$ cat src/rtl/sample_interp_pkg.sv
// Shared audio definitions for the interpolator and the sigma-delta DAC.
// The defaults below set the sample width and the interpolation ratio.
package sample_interp_pkg;

    localparam int DW_DEF         = 16;
    localparam int RATIO_LOG2_DEF = 6;

    // Unsigned, offset-binary audio sample as consumed by the DAC.
    typedef logic [DW_DEF-1:0] sample_t;

endpackage

$ cat src/rtl/sample_interp_if.sv
// Low-rate sample stream with a valid/ready handshake.
// The master sends samples and the slave (the interpolator) accepts them.
interface sample_interp_if
    import sample_interp_pkg::*;
#(
    parameter int DW = DW_DEF
);

    logic [DW-1:0] s_data;
    logic          s_valid;
    logic          s_ready;

    modport master (output s_data, output s_valid, input  s_ready);
    modport slave  (input  s_data, input  s_valid, output s_ready);

endinterface

$ cat src/rtl/sample_interp_slot.sv
// One-entry input buffer between the sample stream and the interpolator.
// A new sample is accepted only while the slot is empty; take empties it.
module sample_slot
    import sample_interp_pkg::*;
#(
    parameter int DW = DW_DEF
) (
    input  logic          clk,
    input  logic          rst_n,
    sample_interp_if.slave s,
    input  logic          take,
    output logic [DW-1:0] nxt,
    output logic          nxt_valid,
    output logic          accept
);

    logic [DW-1:0] nxt_reg;
    logic          nxt_valid_reg;

    // Ready comes from state only, so it never depends on s_valid.
    assign s.s_ready = !nxt_valid_reg;
    assign accept    = s.s_valid && !nxt_valid_reg;
    assign nxt       = nxt_reg;
    assign nxt_valid = nxt_valid_reg;

    always_ff @(posedge clk or negedge rst_n) begin
        if (!rst_n) begin
            nxt_reg       <= '0;
            nxt_valid_reg <= 1'b0;
        end else if (accept) begin
            nxt_reg       <= s.s_data;
            nxt_valid_reg <= 1'b1;
        end else if (take) begin
            nxt_valid_reg <= 1'b0;
        end
    end

endmodule

$ cat src/rtl/sample_interp.sv
// Linear interpolator feeding the sigma-delta DAC: one new output value per clk,
// ramping between consecutive input samples over 2^RATIO_LOG2 clks.
module sample_interp
    import sample_interp_pkg::*;
#(
    parameter int DW         = DW_DEF,
    parameter int RATIO_LOG2 = RATIO_LOG2_DEF
) (
    input  logic          clk,
    input  logic          rst_n,
    sample_interp_if.slave s,
    input  logic          clr_underrun,
    output logic [DW-1:0] dout,
    output logic          sample_tick,
    output logic          underrun
);

    localparam int PW = DW + RATIO_LOG2 + 2;
    localparam logic [RATIO_LOG2-1:0] PHASE_LAST = '1;

    logic [RATIO_LOG2-1:0] phase_reg, phase_next;
    logic [DW-1:0]         prev_reg, prev_next;
    logic [DW-1:0]         cur_reg, cur_next;
    logic [DW-1:0]         dout_reg, dout_next;
    logic                  tick_reg, tick_next;
    logic                  underrun_reg, underrun_next;
    logic                  started_reg, started_next;

    logic [DW-1:0]   nxt;
    logic            nxt_valid;
    logic            accept;
    logic            wrap;
    logic signed [PW-1:0] prev_ext, cur_ext, phase_ext, diff, prod;

    assign wrap = (phase_reg == PHASE_LAST);

    sample_slot #(.DW(DW)) u_slot (
        .clk       (clk),
        .rst_n     (rst_n),
        .s         (s),
        .take      (wrap),
        .nxt       (nxt),
        .nxt_valid (nxt_valid),
        .accept    (accept)
    );

    // Operands are widened so the signed product cannot overflow; the
    // arithmetic shift then gives floor division for falling segments.
    assign prev_ext  = $signed({{(PW-DW){1'b0}}, prev_reg});
    assign cur_ext   = $signed({{(PW-DW){1'b0}}, cur_reg});
    assign phase_ext = $signed({{(PW-RATIO_LOG2){1'b0}}, phase_reg});
    assign diff      = cur_ext - prev_ext;
    assign prod      = diff * phase_ext;

    always_comb begin
        phase_next    = phase_reg + RATIO_LOG2'(1);
        prev_next     = prev_reg;
        cur_next      = cur_reg;
        tick_next     = 1'b0;
        underrun_next = underrun_reg;
        started_next  = started_reg | accept;
        // Result always lies between prev and cur, so truncation is lossless.
        dout_next     = DW'(prev_ext + (prod >>> RATIO_LOG2));

        if (clr_underrun) begin
            underrun_next = 1'b0;
        end

        if (wrap) begin
            tick_next = 1'b1;
            prev_next = cur_reg;
            if (nxt_valid) begin
                cur_next = nxt;
            end else if (started_reg) begin
                underrun_next = 1'b1;
            end
        end
    end

    always_ff @(posedge clk or negedge rst_n) begin
        if (!rst_n) begin
            phase_reg    <= '0;
            prev_reg     <= '0;
            cur_reg      <= '0;
            dout_reg     <= '0;
            tick_reg     <= 1'b0;
            underrun_reg <= 1'b0;
            started_reg  <= 1'b0;
        end else begin
            phase_reg    <= phase_next;
            prev_reg     <= prev_next;
            cur_reg      <= cur_next;
            dout_reg     <= dout_next;
            tick_reg     <= tick_next;
            underrun_reg <= underrun_next;
            started_reg  <= started_next;
        end
    end

    assign dout        = dout_reg;
    assign sample_tick = tick_reg;
    assign underrun    = underrun_reg;

endmodule

$ cat src/flat_wrapper.sv
// flat-port wrapper written by rule: the top's interface ports become plain ports
module sample_interp_flat import sample_interp_pkg::*;
#(
    parameter int DW         = DW_DEF,
    parameter int RATIO_LOG2 = RATIO_LOG2_DEF
)
  (clk, rst_n, clr_underrun, dout, sample_tick, underrun, s_s_data, s_s_valid, s_s_ready);
  sample_interp_if #(.DW(DW)) s_i ();
  input  logic clk;
  input  logic rst_n;
  input  logic clr_underrun;
  output logic [DW-1:0] dout;
  output logic sample_tick;
  output logic underrun;
  input wire logic [$bits(s_i.s_data)-1:0] s_s_data;
  input wire logic [$bits(s_i.s_valid)-1:0] s_s_valid;
  output wire logic [$bits(s_i.s_ready)-1:0] s_s_ready;
  assign s_i.s_data = s_s_data;
  assign s_i.s_valid = s_s_valid;
  assign s_s_ready = s_i.s_ready;
  sample_interp #(.DW(DW), .RATIO_LOG2(RATIO_LOG2)) u_core (.clk(clk), .rst_n(rst_n), .s(s_i), .clr_underrun(clr_underrun), .dout(dout), .sample_tick(sample_tick), .underrun(underrun));
endmodule
$ cat config.mk
export PLATFORM = sky130hd
export DESIGN_NAME = sample_interp_flat
export DESIGN_NICKNAME = d
export VERILOG_FILES = /design/src/rtl/sample_interp_pkg.sv /design/src/rtl/sample_interp_if.sv /design/src/rtl/sample_interp_slot.sv /design/src/rtl/sample_interp.sv /design/src/flat_wrapper.sv
export SDC_FILE = /design/constraint.sdc
export NUM_CORES = 1
export LEC_CHECK = 0
export BUFFER_PORTS_ARGS = -buffer_cell sky130_fd_sc_hd__buf_2
export CORE_ASPECT_RATIO = 1.1
export CORE_MARGIN = 2
export CORE_UTILIZATION = 63
export DETAILED_ROUTE_END_ITERATION = 8
export PLACE_DENSITY = 0.89
export SKIP_CTS_REPAIR_TIMING = 1
export SLEW_MARGIN = 30
export SYNTH_ARGS = -nofsm -noshare
export SYNTH_HDL_FRONTEND = slang
export SYNTH_SLANG_ARGS = --single-unit
$ cat constraint.sdc
create_clock -name clk -period 9.11 [get_ports clk]
set_clock_uncertainty 0.2 [all_clocks]
set_input_delay 1.3665 -clock clk [delete_from_list [all_inputs] [get_ports clk]]
set_output_delay 1.3665 -clock clk [all_outputs]
set_load 0.03 [all_outputs]
# [Word-level counts from Yosys, hierarchy flattened]
# Cells that the tools add are included.
[op_classes] reduce_logical=4 bitwise=1 n_addsub=3 eq_ne=1 n_mux=7 multipliers=1
[op_table] cell="$mul 24x7->22" count=1
[op_table] cell="$sub 16x16->17" count=1
[op_table] cell="$add 16x16->16" count=1
[op_table] cell="$mux 1" count=7
[op_table] cell="$add 6x1->6 const B" count=1
[op_table] cell="$eq 6x6->1 const B" count=1
[op_table] cell="$reduce_and 2->1" count=1
[op_table] cell="$reduce_bool 2->1" count=1
[op_table] cell="$logic_and 1x1->1" count=1
[op_table] cell="$logic_not 1->1" count=1
[op_table] cell="$or 1x1->1" count=1
[word_totals] out_inout_bits=19 ff_bits=74 inputBits=20 word_cells=26

# [Logic depth before layout (Yosys ltp)]
[depth] depth_word=4 ltp_mapped=33

# [Cells and area by module]
# Synthesis repeated with hierarchy kept, for this count alone.
[hier_totals] hier_cells=735 hier_area_um2=7188.1
[by_module_without_submodules] mod="sample_interp" area_each_um2=6512.5 seq_area_each_um2=1426.4 instances=1 cells_each=697
[by_module_without_submodules] mod="sample_slot" area_each_um2=675.6 seq_area_each_um2=425.4 instances=1 cells_each=38

# [Least setup slack after synthesis]
# Ideal clock, no wire load.
[synth_path] path_type="register -> register" startpoint="register u_core.prev_reg[1]" endpoint="register u_core.dout_reg[15], in the netlist u_core.dout[15]" required_ps=8830 arrival_time_ps=6960 setup_time_ps=80 slack_ps=1870 path_stages_with_launch=33 period_less_slack_ps=7240 path_cell_list="dfrtp_1 inv_1 ha_1 nor2b_1 o21ai_0 a21boi_0 o21a_1 o21ai_1 a21oi_1 o31a_1 nor3_2 and3b_1 fa_1 fa_1 fa_1 inv_1 fa_1 inv_1 ha_1 a21oi_1 nand2_1 a31oi_1 o21ai_1 a21o_1 a21oi_1 xnor2_1 ha_1 and2_1 o21ai_0 o31ai_2 o41ai_4 xnor2_1 xnor2_1"
[synth_between] elab_chain_len=3
[synth_rtl] item="start, declared" line_no="sample_interp.sv:22" source="logic [DW-1:0] prev_reg, prev_next;"
[synth_rtl] item="start signal, assigned" line_no="sample_interp.sv:91" source="prev_reg <= prev_next;"
[synth_rtl] item="$sub 16x16->17" line_no="sample_interp.sv:52" source="assign diff = cur_ext - prev_ext;"
[synth_rtl] item="$mul 24x7->22" line_no="sample_interp.sv:53" source="assign prod = diff * phase_ext;"
[synth_rtl] item="$add 16x16->16 (*)" line_no="sample_interp.sv:63" source="dout_next = DW'(prev_ext + (prod >>> RATIO_LOG2));"
[synth_rtl] item="net u_core.dout_next[15]" line_no="sample_interp.sv:24" source="logic [DW-1:0] dout_reg, dout_next;"
[synth_rtl] item="end signal, assigned" line_no="sample_interp.sv:93" source="dout_reg <= dout_next;"
[synth_rtl] item="end, declared" line_no="sample_interp.sv:24"
# The timed path passes the listed nets; every way through them passes the cells marked *.
# A chain may end at the register's enable or synchronous reset.

# [Worst setup path in the final report]
# Same ends and word-level chain as after synthesis.

==> results.toml <==
[worst_setup_path]
startpoint_type = "flip-flop"
worstSetupPathType = "reg -> reg"
crit_fanout = 6
required_ns = 9.17
max_stage_delay_ns = 0.56
slowest_stage = "fa_1"
worst_ep_arrival_time_ns = 8.72
critPathCaptureType = "flip-flop"

[pwr]
combPwrFrac_pct = 2.7
ir_drop_v = 0.000120
pwr_density_cell_nw_per_um2 = 90.3
p_sw_share_pct = 22.6
p_int_mw = 0.563
switching_power_mw = 0.164
p_leak_nw = 4.34
seqPwrFrac_pct = 47.2
p_total_mw = 0.727
pwr-share-clk_pct = 50.1

[detailed_routing]
ant_nets = 0
wl_per_cell_um = 18.1
drt-total-wl_um = 17500
drt_iter0_drc = 365
drt-vias-per-instance = 5.98
num_vias = 5798
drc = 0
firstDrtPassIters = 7

[floorplanning]
die_area_um2 = 12700
core_area_um2 = 11500
die_h_um = 118
start_util_pct = 64.8
rows = 41
io_pins = 39
fp.dieW_um = 108

[placement]
dp_hpwl_um = 12900
dpl.cell_count = 953
portBuffers = 38
place_congestion = 0.879

[clock_network]
clk_path_buf_depth = 2
cts_tree = "built"
cts_inserted_buffers = 9
clock_latency_ns = 0.34
cts_num_sinks = 74
path_clk_slew_ns = 0.06
htree_num_levels = 3
clock_tree.root_cell = "clkbuf_16"

[synthesis]
synth.distinct_cells = 51
ys_seq_area_share_pct = 24.9
synth_top_area_share_pct = 24.9
avgSynthCellArea_um2 = 9.46
synth_edf_count = 0
synthCells = 787
ys_dominant_reg_cell = "dfrtp_1"
synth_largest_area_cell = "dfrtp_1"
yosys-top-cells-area = "dfrtp_1, fa_1, ha_1, inv_1, mux2_2"
synth_commonest_cells = "inv_1, dfrtp_1, ha_1"
syn_area_um2 = 7450
yosysWarningCount = 0
synth-seq-cells = 74
async_reset_ff_share_pct = 100
synth.most_common_cell = "inv_1"
synth_nets = 948

[global_routing]
grt_pass1_vias = 6115
grt_overflow_total = 0
grt_pass1_wl_um = 29600
grt_max_degree = 75
grt.total_usage_pct = 29.6
antenna_found_initial = 0

[finish]
final_cells = 969
drive_gt1_share_pct = 11.7
n_antenna_cell = 0
area_growth_pct = 8.20
layout.nets = 975

[sta]
fin_crit_sh_pct = 95.0
maxSlewHeadroom_pct = 43.5
maxSlewViolCount = 0
fmaxAchievable_ghz = 0.116
setup_viol = 0
rsz0062_at_grt = "no"
worstMarginPinSlew_ns = 0.847
tns_ns = 0
hold_violations = 0
fin_crit_ns = 8.65

[outcome]
outcome = "completed"

[flow_run]
maxCapViolCount = 0

[min_path]
hp-class = "reg -> reg"
cells in the final DEF (no fill, tap or decap), types with 3 or more instances in the layout:
cell type  Yosys  routed
o21ai_1        5       5
nand2b_1       7       7
fa_1          67      67
o21ai_0       36      36
nand3_1       21      21
mux2_2        33      33
clkbuf_16      0       9
a21oi_1       27      27
xnor2_1       29      29
ha_1          74      74
o21bai_1       3       3
and3_1        12      12
a21o_1         8       8
or2_2          3       3
and2_1        55      55
o211ai_1       5       5
xor2_1        14      14
o2111ai_1      5       5
dfrtp_1       74      74
inv_1        111     111
nor2b_1       27      27
and3b_1        5       5
o31a_1         3       3
o21a_1         5       5
nor2_1        32      32
buf_2          0      37
nand2_1       53      53
a31oi_1        3       3
nor3_1        11      11
final cells by class:
type	count	area (µm²)
Multi-Input combinational cell	578	5090
Fill cell	848	3430
Sequential cell	74	1850
Inverter	111	417
Clock buffer	10	229
Timing Repair Buffer	40	211
Tap cell	150	188
Clock inverter	6	72.6
power by group through the flow:
stage / registers, mW / clock network (mW) / logic, mW
5_1_grt: 0.344 / 0.382 / 0.0224
3_3_place_gp: 0.348 / 0 / 0.0190
6_report: 0.343 / 0.365 / 0.0195
2_1_floorplan: 0.347 / 0 / 0.00840
3_5_place_dp: 0.349 / 0 / 0.0202
4_1_cts: 0.343 / 0.365 / 0.0201
per-layer routing:
metal,track usage (%),part of all wire (%)
met5,0,0
met2,50.4,52
met4,13.7,4.2
met3,4.60,4.8
met1,36.5,39
cell families after synthesis:
group	count (synthesis)	share of synthesized area, %
simple gates	239	17.1
fa+ha+maj	141	30.4
buf+inv	135	6.80
compound gates	122	10.8
flops	74	24.9
xor+xnor	43	5.06
mux	33	4.99
stage by stage:
stage / area [µm²] / hold slack (ns) / worst slack (ns) / util [%]
after floorplan: 7450 / 0.240 / 1.87 / -
after global placement: 7750 / 0.259 / 0.992 / 67.5
after detailed placement: 7750 / 0.267 / 0.706 / 67.5
after CTS: 8060 / 0.282 / 0.556 / 70.1
after global routing: 8060 / 0.297 / 0.0608 / 70.1
final: 8060 / 0.276 / 0.458 / 70.1
critical path, delay by kind of cell, from the launching register on:
kind | cells | cell delay, ns
buffers and inverters | 3 | 0.19
DFF | 1 | 0.45
adders and majority gates | 7 | 2.94
and+or+nand+nor | 5 | 0.73
AOI/OAI and AO/OA | 14 | 3.01
xor gates and xnor gates | 4 | 1.04
worst paths after layout:
| path | start | cells after the start | slack, ns | to |
|---|---|---|---|---|
| max | u_core.prev_reg[1]$_DFFE_PN0P_ | 33 | 0.46 | u_core.dout[15]$_DFF_PN0_ |
| min | u_core.started_reg$_DFF_PN0_ | 1 | 0.28 | u_core.started_reg$_DFF_PN0_ |
| max reg2reg | u_core.prev_reg[1]$_DFFE_PN0P_ | 33 | 0.46 | u_core.dout[15]$_DFF_PN0_ |
| min reg2reg | u_core.started_reg$_DFF_PN0_ | 1 | 0.28 | u_core.started_reg$_DFF_PN0_ |
| max in group asynchronous | rst_n | 1 | 7.40 | u_core.dout[15]$_DFF_PN0_ |
| min in group asynchronous | rst_n | 1 | 0.82 | u_core.dout[2]$_DFF_PN0_ |
(Power assumes the default switching activity.)
